**src/rtl/memory_stage_hs.sv**
```systemverilog
`timescale 1ns/1ps
// MEM stage: drives a ready/valid data-memory port, stalls the pipeline while an
// access is outstanding, aligns/extends loads and retires faults into MEM/WB.
module memory_stage_hs #(
  parameter int P_DATA_WIDTH      = 32,
  parameter int P_DMEM_ADDR_WIDTH = 11,
  parameter int P_PC_WIDTH        = 11,
  parameter int P_TIMEOUT         = 16
) (
  input  logic                         i_clk,
  input  logic                         i_rst_n,
  input  logic                         i_valid_m,
  input  logic                         i_regwrite_m,
  input  logic [1:0]                   i_resultsrc_m,
  input  logic                         i_memread_m,
  input  logic                         i_memwrite_m,
  input  logic [2:0]                   i_funct3_m,
  input  logic [P_DATA_WIDTH-1:0]      i_alu_result_m,
  input  logic [P_DATA_WIDTH-1:0]      i_write_data_m,
  input  logic [4:0]                   i_rd_addr_m,
  input  logic [P_PC_WIDTH-1:0]        i_pc4_m,
  output logic                         o_stall_m,
  output logic                         o_dmem_req,
  output logic                         o_dmem_we,
  output logic [P_DMEM_ADDR_WIDTH-1:0] o_dmem_addr,
  output logic [3:0]                   o_dmem_be,
  output logic [P_DATA_WIDTH-1:0]      o_dmem_wdata,
  input  logic                         i_dmem_ready,
  input  logic                         i_dmem_rvalid,
  input  logic [P_DATA_WIDTH-1:0]      i_dmem_rdata,
  output logic                         o_valid_w,
  output logic                         o_regwrite_w,
  output logic [1:0]                   o_resultsrc_w,
  output logic [4:0]                   o_rd_addr_w,
  output logic [P_PC_WIDTH-1:0]        o_pc4_w,
  output logic [P_DATA_WIDTH-1:0]      o_alu_result_w,
  output logic [P_DATA_WIDTH-1:0]      o_read_data_w,
  output logic [1:0]                   o_fault_w,
  output logic [1:0]                   o_dbg_state
);

  localparam int CW = $clog2(P_TIMEOUT) + 1;
  localparam logic [CW-1:0] TO_LAST = CW'(P_TIMEOUT - 1);
  localparam logic [1:0] S_IDLE = 2'b00;
  localparam logic [1:0] S_REQ  = 2'b01;
  localparam logic [1:0] S_RESP = 2'b10;

  logic [1:0]              state, state_nx;
  logic [CW-1:0]           cnt, cnt_nx;
  logic                    mem_op, illegal, misaligned, req, stall;
  logic [1:0]              lane, chk_fault, ret_fault;
  logic [3:0]              st_be;
  logic [P_DATA_WIDTH-1:0] st_wdata, ld_ext, ret_rdata;
  logic [7:0]              ld_byte;
  logic [15:0]             ld_half;

  assign mem_op = i_valid_m & (i_memread_m | i_memwrite_m);
  assign lane   = i_alu_result_m[1:0];

  assign illegal    = (i_funct3_m == 3'b011) | (i_funct3_m[2:1] == 2'b11) |
                      (i_memwrite_m & i_funct3_m[2]);
  assign misaligned = ((i_funct3_m[1:0] == 2'b01) & lane[0]) |
                      ((i_funct3_m[1:0] == 2'b10) & (lane != 2'b00));
  assign chk_fault  = illegal ? 2'b11 : (misaligned ? 2'b01 : 2'b00);

  // Store lane placement; a write wins over a read when both are requested.
  always_comb begin
    st_be    = 4'b1111;
    st_wdata = i_write_data_m;
    case (i_funct3_m[1:0])
      2'b00: begin
        st_be    = 4'b0001 << lane;
        st_wdata = {4{i_write_data_m[7:0]}};
      end
      2'b01: begin
        st_be    = 4'b0011 << lane;
        st_wdata = {2{i_write_data_m[15:0]}};
      end
      default: ;
    endcase
    if (!i_memwrite_m) st_be = 4'b0000;
  end

  always_comb begin
    ld_byte = i_dmem_rdata[7:0];
    case (lane)
      2'b01:   ld_byte = i_dmem_rdata[15:8];
      2'b10:   ld_byte = i_dmem_rdata[23:16];
      2'b11:   ld_byte = i_dmem_rdata[31:24];
      default: ;
    endcase
    ld_half = lane[1] ? i_dmem_rdata[31:16] : i_dmem_rdata[15:0];
    case (i_funct3_m)
      3'b000:  ld_ext = {{24{ld_byte[7]}}, ld_byte};
      3'b001:  ld_ext = {{16{ld_half[15]}}, ld_half};
      3'b100:  ld_ext = {24'd0, ld_byte};
      3'b101:  ld_ext = {16'd0, ld_half};
      default: ld_ext = i_dmem_rdata;
    endcase
  end

  // The counter starts at 1 on leaving a phase's first cycle, so a phase lasts at
  // most P_TIMEOUT cycles including the cycle that began it.
  always_comb begin
    state_nx  = state;
    cnt_nx    = cnt;
    req       = 1'b0;
    stall     = 1'b0;
    ret_fault = 2'b00;
    ret_rdata = '0;
    case (state)
      S_IDLE: begin
        cnt_nx = '0;
        if (mem_op) begin
          if (chk_fault != 2'b00) begin
            ret_fault = chk_fault;
          end else begin
            req = 1'b1;
            if (!i_dmem_ready) begin
              stall    = 1'b1;
              state_nx = S_REQ;
              cnt_nx   = CW'(1);
            end else if (!i_memwrite_m) begin
              stall    = 1'b1;
              state_nx = S_RESP;
              cnt_nx   = CW'(1);
            end
          end
        end
      end
      S_REQ: begin
        req = 1'b1;
        if (i_dmem_ready) begin
          if (i_memwrite_m) begin
            state_nx = S_IDLE;
            cnt_nx   = '0;
          end else begin
            stall    = 1'b1;
            state_nx = S_RESP;
            cnt_nx   = CW'(1);
          end
        end else if (cnt == TO_LAST) begin
          ret_fault = 2'b10;
          state_nx  = S_IDLE;
          cnt_nx    = '0;
        end else begin
          stall  = 1'b1;
          cnt_nx = cnt + CW'(1);
        end
      end
      S_RESP: begin
        if (i_dmem_rvalid) begin
          ret_rdata = ld_ext;
          state_nx  = S_IDLE;
          cnt_nx    = '0;
        end else if (cnt == TO_LAST) begin
          ret_fault = 2'b10;
          state_nx  = S_IDLE;
          cnt_nx    = '0;
        end else begin
          stall  = 1'b1;
          cnt_nx = cnt + CW'(1);
        end
      end
      default: begin
        state_nx = S_IDLE;
        cnt_nx   = '0;
      end
    endcase
  end

  // Memory-side outputs are forced low while reset is asserted.
  assign o_stall_m    = stall & i_rst_n;
  assign o_dmem_req   = req & i_rst_n;
  assign o_dmem_we    = i_valid_m & i_memwrite_m & i_rst_n;
  assign o_dmem_addr  = i_rst_n ? i_alu_result_m[P_DMEM_ADDR_WIDTH-1:0] : '0;
  assign o_dmem_be    = i_rst_n ? st_be : 4'b0000;
  assign o_dmem_wdata = i_rst_n ? st_wdata : '0;
  assign o_dbg_state  = state;

  always_ff @(posedge i_clk or negedge i_rst_n) begin
    if (!i_rst_n) begin
      state          <= S_IDLE;
      cnt            <= '0;
      o_valid_w      <= 1'b0;
      o_regwrite_w   <= 1'b0;
      o_resultsrc_w  <= 2'b00;
      o_rd_addr_w    <= 5'd0;
      o_pc4_w        <= '0;
      o_alu_result_w <= '0;
      o_read_data_w  <= '0;
      o_fault_w      <= 2'b00;
    end else begin
      state <= state_nx;
      cnt   <= cnt_nx;
      if (stall) begin
        o_valid_w      <= 1'b0;
        o_regwrite_w   <= 1'b0;
        o_resultsrc_w  <= 2'b00;
        o_rd_addr_w    <= 5'd0;
        o_pc4_w        <= '0;
        o_alu_result_w <= '0;
        o_read_data_w  <= '0;
        o_fault_w      <= 2'b00;
      end else begin
        o_valid_w      <= i_valid_m;
        o_regwrite_w   <= i_valid_m & i_regwrite_m & (ret_fault == 2'b00);
        o_resultsrc_w  <= i_resultsrc_m;
        o_rd_addr_w    <= i_rd_addr_m;
        o_pc4_w        <= i_pc4_m;
        o_alu_result_w <= i_alu_result_m;
        o_read_data_w  <= ret_rdata;
        o_fault_w      <= ret_fault;
      end
    end
  end

endmodule

```
**config.mk**
```make
export PLATFORM = sky130hd
export DESIGN_NAME = memory_stage_hs
export DESIGN_NICKNAME = d
export VERILOG_FILES = /design/src/rtl/memory_stage_hs.sv
export SDC_FILE = /design/constraint.sdc
export NUM_CORES = 1
export LEC_CHECK = 0
export CAP_MARGIN = 20
export CELL_PAD_IN_SITES_DETAIL_PLACEMENT = 1
export CELL_PAD_IN_SITES_GLOBAL_PLACEMENT = 1
export CORE_MARGIN = 5
export CORE_UTILIZATION = 25
export CTS_BUF_LIST = sky130_fd_sc_hd__clkbuf_8 sky130_fd_sc_hd__clkbuf_16
export CTS_CLUSTER_DIAMETER = 200
export DETAILED_ROUTE_END_ITERATION = 12
export PLACE_DENSITY_LB_ADDON = 0.1
export SETUP_SLACK_MARGIN = 0.15
export SLEW_MARGIN = 25
export SYNTH_ARGS = -nofsm -noshare
export SYNTH_HDL_FRONTEND = slang
export SYNTH_SLANG_ARGS = --single-unit
```
**constraint.sdc**
```tcl
create_clock -name i_clk -period 2.37 [get_ports i_clk]
set_input_delay 0.474 -clock i_clk [delete_from_list [all_inputs] [get_ports i_clk]]
set_output_delay 0.474 -clock i_clk [all_outputs]
set_load 0.03 [all_outputs]
```
==> flow_metrics.env, run 1 <==
export IMPL_cellLeakagePower_uw=0.003450
export IMPL_fp_dieH_um=141.6
export IMPL_grt_pass1_vias=4738
export IMPL_crit_path_end_kind="primary output"
export IMPL_syn_inst=425
export IMPL_clockBufferDepth=2
export IMPL_final_common_cell="clkdlybuf4s50_1"
export IMPL_setup_viol=0
export IMPL_track_usage=0.1731
export IMPL_htree_levels=3
export IMPL_drc_errors=0
export IMPL_status="complete, no violations"
export IMPL_fin_worst_skew_ns=0.009027
export IMPL_cp_required_ns=1.90
export IMPL_grt_met3_usage=0.06067
export IMPL_ioPinCount=263
export IMPL_slew_headroom=0.6857
export IMPL_grt_pass1_wl_mm=27.11
export IMPL_antenna_found_initial=0
export IMPL_die_w_um=141.6
export IMPL_async_reset_ff_frac=1.000
export IMPL_synthFlopType="dfrtp_1"
export IMPL_maxCapViolations=0
export IMPL_vias=4276
export IMPL_grt_util_met1=0.2108
export IMPL_ys_ff_latch=93
export IMPL_cts_root_buf="clkbuf_16"
export IMPL_cts_buffers=9
export IMPL_slew_violations=0
export IMPL_max_vdd_ir_drop_mv=0.3156
export IMPL_powerDensity_nw_per_um2=577.6
export IMPL_first_pass_iters=4
export IMPL_fin_util=0.4490
export IMPL_hold_path_class="in2async"
export IMPL_synth_edff_count=0
export IMPL_min_period_ns=2.295
export IMPL_whs_ns=0.1886
export IMPL_fmax_ghz=0.4357
export IMPL_pre_cts_ws_ns=-0.3095
export IMPL_nets=832
export IMPL_synth_largest_area_cell="dfrtp_1"
export IMPL_finalCritPeriodShare=0.9685
export IMPL_start_util=0.2529
export IMPL_fill_cells=1913
export IMPL_io_buffers=262
export IMPL_rsz0062_at_grt="true"
export IMPL_synth_top_area_frac=0.5376
export IMPL_synthesis_area_sq_um=4329
export IMPL_ys_seq_area_frac=0.5376
export IMPL_cts_tree="yes"
export IMPL_worstMarginPinSlew_ns=0.4654
export IMPL_yosysWarnings=0
export IMPL_wire_per_inst_um=18.92
export IMPL_gp_congestion=0.8296
export IMPL_grt_start_max_net_pins=52
export IMPL_critPathArrivalTime_ns=1.82
export IMPL_synthToLayoutAreaGrowth_pct=77.51
export IMPL_synth_distinct_cells=45
export IMPL_cts_sinks=93
export IMPL_core_sq_um=17120
export IMPL_worst_slack_ns=0.07469
export IMPL_first_iter_violations=97
export IMPL_avgSynthCellArea_sq_um=10.19
export IMPL_viasPerCell=4.568
export IMPL_dieArea_sq_um=20050
export IMPL_crit_fanout=3
export IMPL_layout_common_cells="clkdlybuf4s50_1, dfrtp_1, buf_4"
export IMPL_antenna_cells=0
export IMPL_clk_pin_slew_ns=0.07
export IMPL_clk_latency_ns=0.34
export IMPL_dp_hpwl_mm=13.74
export IMPL_rows=48
export IMPL_routed_wl_mm=17.71
export IMPL_use_met2=0.2953
export IMPL_critPathLaunchType="primary input"
export IMPL_gr_max_usage_layer="met2"
export IMPL_drive_gt1_frac=0.1927
export IMPL_synth_fp_nets=551
export IMPL_hold_violations=0
export IMPL_worstSetupPathType="in2out"
export IMPL_overflow=0
export IMPL_ys_top_cells_by_area="dfrtp_1, and2_1, nand2_1"
export IMPL_postRouteAntennaNets=0
==> final cells by class <==
| class | count | area [sq um] | area share |
|---|---|---|---|
| inverters | 11 | 41.29 | 0.005373 |
| multi-input cells | 290 | 1874 | 0.2439 |
| repair buffers | 301 | 2887 | 0.3756 |
| flip-flops and latches | 93 | 2328 | 0.3030 |
| well taps | 225 | 281.5 | 0.03663 |
| clock buffers | 9 | 225.2 | 0.02931 |
| clock inverters | 7 | 47.55 | 0.006187 |
==> repair_timing <==
item | 4_1_cts | 5_1_grt
hold buffers | 1 | 0
hold endpoints to repair | 8 | 0
pin swaps | 7 | 1
resized for setup | 29 | 6
endpoints found under the setup margin | 22 | 14
setup buffers | 5 | 1
==> critical path, stage by stage <==
cell and delay [ns]:
clkdlybuf4s15_2 0.20, or4_4 0.45, a221oi_4 0.33, a211oi_4 0.09, nor2b_4 0.14, buf_12 0.13
==> kinds of logic (layout without fill, tap and decap cells) <==
| family | count (synthesis) | count (layout) | share of synthesized area |
|---|---|---|---|
| simple gates | 184 | 184 | 0.2277 |
| flops | 93 | 93 | 0.5376 |
| compound gates | 85 | 85 | 0.1350 |
| buf+inv | 42 | 328 | 0.04798 |
| mux | 18 | 18 | 0.04480 |
| xor+xnor | 2 | 2 | 0.004047 |
| fa+ha+maj | 1 | 1 | 0.002890 |
==> state kept, by name (all words and copies together), names as in the netlist <==
| signal | count |
|---|---|
| o_valid_w | 1 |
| o_dbg_state | 2 |
| o_alu_result_w | 32 |
| o_regwrite_w | 1 |
| o_fault_w | 2 |
| cnt | 5 |
| o_pc4_w | 11 |
| o_rd_addr_w | 5 |
| o_resultsrc_w | 2 |
| o_read_data_w | 32 |
==> Yosys cell counts (all sizes together) (2+ instances only) <==
master,number
nor3b,3
dfrtp,93
o211a,8
buf,12
nand2,51
nor4b,2
and3,3
a221oi,9
nand3b,2
clkbuf,19
nand2b,5
nor3,8
nor2b,10
nand3,4
o22ai,7
or2,3
nor2,20
and2,70
mux2i,16
inv,11
a21oi,25
a21boi,8
o21ai,20
==> routing by layer <==
| metal | wire, um | up-vias |
|---|---|---|
| met5 | 0 | - |
| met4 | 164 | 0 |
| met3 | 1546 | 11 |
| met2 | 8652 | 195 |
| met1 | 7350 | 2079 |
| li1 | - | 1991 |
==> through the flow <==
stage               instances  total power [uW]  setup TNS [ns]  area (sq um)
finish                    936              4439               0          7685
global route              936              4639               0          7685
CTS                       935              4485               0          7654
detailed placement        913              3096          -16.11          7326
global placement          913              3076          -12.57          7326
floorplan                 425              2401               0          4382
==> where the power goes <==
| group | switching, uW | internal [uW] |
|---|---|---|
| Combinational | 722 | 617 |
| Sequential | 34.8 | 1690 |
| Clock | 657 | 714 |
| Total | 1410 | 3020 |
==> worst paths after layout <==
| check | to | depth (start not counted) | start | slack [ns] |
|---|---|---|---|---|
| worst min-delay path | o_dbg_state[0] | 2 | i_rst_n | 0.19 |
| worst max-delay path | o_stall_m | 6 | i_funct3_m[0] | 0.07 |
| worst min register to register | cnt[0] | 1 | cnt[0] | 0.50 |
| worst max register to register | o_alu_result_w[4] | 5 | o_dbg_state[0] | 0.44 |
| max in group asynchronous | o_alu_result_w[6] | 2 | i_rst_n | 1.35 |
| min in group i_clk | cnt[0] | 1 | cnt[0] | 0.50 |
Note: power is estimated with default switching activity, not from simulation.
==> run 2, diff against run 1 <==
--- a/config.mk
+++ b/config.mk
@@ -5,7 +5,6 @@
 export SDC_FILE = /design/constraint.sdc
 export NUM_CORES = 1
 export LEC_CHECK = 0
-export CAP_MARGIN = 20
 export CELL_PAD_IN_SITES_DETAIL_PLACEMENT = 1
 export CELL_PAD_IN_SITES_GLOBAL_PLACEMENT = 1
 export CORE_MARGIN = 5
@@ -13,7 +12,7 @@
 export CTS_BUF_LIST = sky130_fd_sc_hd__clkbuf_8 sky130_fd_sc_hd__clkbuf_16
 export CTS_CLUSTER_DIAMETER = 200
 export DETAILED_ROUTE_END_ITERATION = 12
-export PLACE_DENSITY_LB_ADDON = 0.1
+export PLACE_DENSITY = 0.73
 export SETUP_SLACK_MARGIN = 0.15
 export SLEW_MARGIN = 25
 export SYNTH_ARGS = -nofsm -noshare
==> flow_metrics.env, run 2 (synthesized netlist as in run 1, its figures left out) <==
export IMPL_antenna_cells=0
export IMPL_clk_pin_slew_ns=0.07
export IMPL_grt_met3_usage=0.04247
export IMPL_routed_wl_mm=17.20
export IMPL_htree_levels=3
export IMPL_max_stage_delay_ns=0.43
export IMPL_cts_buffers=9
export IMPL_cts_root_buf="clkbuf_16"
export IMPL_rows=48
export IMPL_placed_cell_area_sq_um=7248
export IMPL_powerDensity_nw_per_um2=601.9
export IMPL_start_util=0.2529
export IMPL_path_buf_inv=1
export IMPL_worst_slack_ns=0.08377
export IMPL_core_sq_um=17120
export IMPL_r2r_end="o_rd_addr_w[3]"
export IMPL_hold_path_class="in2async"
export IMPL_setup_viol=0
export IMPL_overflow=0
export IMPL_fin_util=0.4470
export IMPL_fmax_ghz=0.4374
export IMPL_clock_power_share=0.337
export IMPL_fin_area_sq_um=7651
export IMPL_cp_cell_sequence="or3b_4, a221oi_4, a211oi_4, nor2b_4, buf_6"
export IMPL_grt_pass1_vias=4695
export IMPL_grt_pass1_wl_mm=26.37
export IMPL_critPathTopFamily="simple AND/OR/NAND/NOR gates"
export IMPL_crit_path_end_kind="primary output"
export IMPL_rsz0062_at_grt="true"
export IMPL_p_seq_frac=0.376
export IMPL_wire_per_inst_um=18.40
export IMPL_track_usage=0.1679
export IMPL_finalCritPeriodShare=0.9647
export IMPL_max_vdd_ir_drop_mv=0.2970
export IMPL_fin_worst_skew_ns=0.01070
export IMPL_r2r_setup_slack_ns=0.45
export IMPL_drive_gt1_frac=0.1873
export IMPL_io_buffers=262
export IMPL_reg2regPathDepth=5
export IMPL_vias=4258
export IMPL_grt_start_max_net_pins=54
export IMPL_critPathArrivalTime_ns=1.81
export IMPL_drc_errors=0
export IMPL_ioPinCount=263
export IMPL_min_period_ns=2.286
export IMPL_cellLeakagePower_uw=0.003424
export IMPL_worstMarginPinSlew_ns=0.6645
export IMPL_dp_hpwl_mm=13.66
export IMPL_fp_dieH_um=141.6
export IMPL_slowest_stage="dfrtp_2"
export IMPL_status="complete, no violations"
export IMPL_worstReg2RegStart="o_dbg_state[1]"
export IMPL_synthToLayoutAreaGrowth_pct=76.73
export IMPL_antenna_found_initial=0
export IMPL_grt_util_met1=0.1944
export IMPL_cts_tree="yes"
export IMPL_first_iter_violations=177
export IMPL_pre_cts_ws_ns=-0.3370
export IMPL_slew_headroom=0.5570
export IMPL_crit_fanout=4
export IMPL_clk_latency_ns=0.34
export IMPL_hold_violations=0
export IMPL_dieArea_sq_um=20050
export IMPL_top_regs="o_alu_result_w x32, o_read_data_w x32, o_pc4_w x11"
export IMPL_postRouteAntennaNets=0
export IMPL_cp_startpoint="o_dbg_state[0]"
export IMPL_p_comb_frac=0.286
export IMPL_switching_share=0.2983
export IMPL_final_common_cell="clkdlybuf4s50_1"
export IMPL_slew_violations=0
export IMPL_layout_common_cells="clkdlybuf4s50_1, dfrtp_1, buf_4"
export IMPL_internal_power_uw=3231
export IMPL_cts_sinks=93
export IMPL_die_w_um=141.6
export IMPL_cp_required_ns=1.90
export IMPL_p_sw_uw=1374
export IMPL_critPathLaunchType="flop"
export IMPL_use_met2=0.3040
export IMPL_maxCapViolations=0
export IMPL_viasPerCell=4.554
export IMPL_gr_max_usage_layer="met2"
export IMPL_gp_congestion=0.8338
export IMPL_clockBufferDepth=2
export IMPL_first_pass_iters=4
export IMPL_worstSetupPathType="reg2out"
export IMPL_nets=831
[run 2: cell count changes in the layout (fill, tap and decap cells not counted), sizes merged]
| cell | delta |
|---|---|
| bufinv | +2 |
| clkdlybuf4s50 | +2 |
| clkinv | -2 |
| buf | -1 |
| dlygate4sd2 | -1 |
| dlymetal6s2s | -1 |
[run 2: metal layers]
metal / vias to the layer above / wire length [um]
met5: - / 0
met4: 0 / 335
met3: 23 / 1392
met2: 203 / 8866
met1: 2042 / 6607
li1: 1990 / -
[run 2: through the flow]
step	hold WS [ns]	setup TNS [ns]	std cells	total power, uW
after floorplan	0.1784	0	425	2401
after global placement	0.3502	-7.766	911	3053
after detailed placement	0.3550	-11.48	911	3078
after CTS	0.2143	0	935	4664
after global routing	0.2236	0	935	4804
final	0.1965	0	935	4605
[run 2: how the worst max path moves through the flow]
stage,slack [ns],end,cells past startpoint
floorplan,0.09,o_dmem_req,5
global placement,-0.28,o_stall_m,6
detailed placement,-0.34,o_stall_m,6
CTS,0.06,o_stall_m,6
global route,0.03,o_stall_m,5
finish,0.08,o_stall_m,5
[run 2: area by class of cell]
type	instances	area [sq um]
Fill cell	1900	9465
Timing Repair Buffer	300	2815
Sequential cell	93	2330
Multi-Input combinational cell	290	1857
Tap cell	225	281.5
Clock buffer	9	225.2
Clock inverter	7	97.59
Inverter	11	45.04
[run 2: power by group through the flow]
stage          logic, uW  clock network [uW]  registers, uW
2_1_floorplan        420                   0           1980
3_3_place_gp        1290                   0           1760
3_5_place_dp        1310                   0           1770
4_1_cts             1330                1590           1740
5_1_grt             1400                1660           1740
6_report            1320                1550           1730
[run 2: repair_timing]
action / in CTS / in global routing
endpoints found under the hold margin: 3 / 0
setup buffers: 7 / 0
hold buffers: 1 / 0
gates resized for setup: 28 / 3
pin swaps: 5 / 3
setup endpoints to repair: 37 / 4
[run 2: worst reg2reg max path: stages, from the launching register on]
cell and delay [ns]:
dfrtp_2 0.44, nor3b_1 0.16, or2_1 0.29, a211oi_4 0.33
buf_4 0.41, and2_1 0.23
==> run 3, diff against run 2 <==
--- a/config.mk
+++ b/config.mk
@@ -5,14 +5,15 @@
 export SDC_FILE = /design/constraint.sdc
 export NUM_CORES = 1
 export LEC_CHECK = 0
-export CELL_PAD_IN_SITES_DETAIL_PLACEMENT = 1
-export CELL_PAD_IN_SITES_GLOBAL_PLACEMENT = 1
+export CELL_PAD_IN_SITES_DETAIL_PLACEMENT = 2
+export CELL_PAD_IN_SITES_GLOBAL_PLACEMENT = 2
 export CORE_MARGIN = 5
-export CORE_UTILIZATION = 25
+export CORE_UTILIZATION = 21
 export CTS_BUF_LIST = sky130_fd_sc_hd__clkbuf_8 sky130_fd_sc_hd__clkbuf_16
 export CTS_CLUSTER_DIAMETER = 200
 export DETAILED_ROUTE_END_ITERATION = 12
-export PLACE_DENSITY = 0.73
+export GPL_TIMING_DRIVEN = 0
+export PLACE_DENSITY = 0.78
 export SETUP_SLACK_MARGIN = 0.15
 export SLEW_MARGIN = 25
 export SYNTH_ARGS = -nofsm -noshare
==> flow_metrics.env, run 3 (synthesized netlist as in run 1, its figures left out) <==
export IMPL_hold_path_class="in2async"
export IMPL_worstSetupPathType="reg2out"
export IMPL_finalSetupTns_ns=0
export IMPL_track_usage=0.1752
export IMPL_fmax_ghz=0.4310
export IMPL_crit_path_end_kind="primary output"
export IMPL_routed_wl_mm=21.00
export IMPL_clk_pin_slew_ns=0.07
export IMPL_r2r_setup_slack_ns=0.46
export IMPL_fp_dieH_um=153.6
export IMPL_die_w_um=153.6
export IMPL_dieArea_sq_um=23590
export IMPL_placed_cell_area_sq_um=7341
export IMPL_overflow=0
export IMPL_status="complete, no violations"
export IMPL_htree_levels=3
export IMPL_final_common_cell="clkdlybuf4s50_1"
export IMPL_dp_hpwl_mm=16.58
export IMPL_dp_cells=955
export IMPL_vias=4365
export IMPL_viasPerCell=4.445
export IMPL_maxCapViolations=0
export IMPL_min_period_ns=2.320
export IMPL_first_pass_iters=4
export IMPL_setup_viol=0
export IMPL_fin_worst_skew_ns=0.009538
export IMPL_top_regs="o_alu_result_w x32, o_read_data_w x32, o_pc4_w x11"
export IMPL_grt_util_met1=0.1899
export IMPL_grt_pass1_vias=5221
export IMPL_core_sq_um=20300
export IMPL_worstReg2RegStart="o_dbg_state[1]"
export IMPL_cp_required_ns=1.90
export IMPL_ioPinCount=263
export IMPL_layout_common_cells="clkdlybuf4s50_1, dfrtp_1, and2_1"
export IMPL_whs_ns=0.04816
export IMPL_grt_start_max_net_pins=34
export IMPL_cts_root_buf="clkbuf_16"
export IMPL_clk_latency_ns=0.35
export IMPL_synthToLayoutAreaGrowth_pct=81.04
export IMPL_start_util=0.2133
export IMPL_drc_errors=0
export IMPL_crit_fanout=6
export IMPL_final_cell_count_no_fill=982
export IMPL_reg2regPathDepth=7
export IMPL_cellLeakagePower_uw=0.003447
export IMPL_r2r_end="o_rd_addr_w[4]"
export IMPL_critPathArrivalTime_ns=1.85
export IMPL_cts_tree="yes"
export IMPL_cts_sinks=93
export IMPL_postRouteAntennaNets=0
export IMPL_max_vdd_ir_drop_mv=0.2486
export IMPL_cts_buffers=9
export IMPL_rsz0062_at_grt="true"
export IMPL_grt_pass1_wl_mm=32.16
export IMPL_wire_per_inst_um=21.38
export IMPL_io_buffers=259
export IMPL_fin_area_sq_um=7838
export IMPL_critPathLaunchType="flop"
export IMPL_drive_gt1_frac=0.1744
export IMPL_antenna_found_initial=1
export IMPL_nets=832
export IMPL_powerDensity_nw_per_um2=590.8
export IMPL_rows=52
export IMPL_slew_headroom=0.5529
export IMPL_gp_congestion=0.8366
export IMPL_first_iter_violations=100
export IMPL_hold_violations=0
export IMPL_slew_violations=0
export IMPL_gr_max_usage_layer="met2"
export IMPL_use_met2=0.3215
export IMPL_clockBufferDepth=2
export IMPL_grt_met3_usage=0.06099
export IMPL_finalCritPeriodShare=0.9790
export IMPL_worstMarginPinSlew_ns=0.6684
## run 3: cell types whose count changed in the layout (fill, tap and decap cells not counted), moves of 6 or more
cell,delta
buf_4,-74
clkdlybuf4s15_2,+21
buf_2,+19
buf_6,+7
clkbuf_4,+6
dlygate4sd2_1,+6
## run 3: worst max-delay path by stage
stage	start	to	slack [ns]	cells past startpoint
floorplan	i_funct3_m[0]	o_dmem_req	0.09	5
global placement	i_rst_n	o_dmem_addr[1]	-4.11	5
detailed placement	i_funct3_m[1]	o_dmem_be[2]	-1.63	7
CTS	o_dbg_state[1]	o_stall_m	0.03	6
global route	o_dbg_state[1]	o_stall_m	-0.05	6
finish	o_dbg_state[1]	o_stall_m	0.05	6
## run 3: area by class of cell
class	count	area, sq um
Timing Repair Buffer	270	2703
Fill cell	2168	12460
Antenna cell	1	2.502
Inverter	11	41.29
Tap cell	270	337.8
Clock buffer	9	225.2
Sequential cell	93	2328
Clock inverter	7	81.33
Multi-Input combinational cell	290	1857
Buffer	31	261.5
## run 3: stage by stage
stage / utilization / power (uW) / worst slack, ns
after floorplan: - / 2401 / 0.08650
after global placement: 0.3602 / 3079 / -4.107
after detailed placement: 0.3616 / 3128 / -1.632
after CTS: 0.3865 / 4703 / 0.03022
after global routing: 0.3861 / 4847 / -0.05205
final: 0.3861 / 4630 / 0.04987
## run 3: critical path, cell delays in order, from the launching register on
cell	delay, ns
dfrtp_1	0.39
buf_6	0.14
or3b_4	0.38
a221oi_4	0.24
a211oi_4	0.08
nor2b_4	0.12
buf_6	0.13
## run 3: per-layer routing
metal  share of wire  vias up
met5               0        -
met4           0.026        0
met3           0.075       31
met2            0.52      194
met1            0.38     2146
li1                -     1994
## run 3: what timing repair did
item | in CTS | in global routing
pin swaps | 5 | 0
setup buffers | 5 | 1
endpoints found under the hold margin | 13 | 0
gates resized for setup | 240 | 6
gates cloned | 3 | 0
hold buffers | 1 | 0
endpoints found under the setup margin | 59 | 5
## run 3: where the power goes
part	internal [uW]	switching [uW]	leakage, uW
logic	625	752	0.00210
registers	1690	37.3	0.00119
clock network	838	685	0.000153
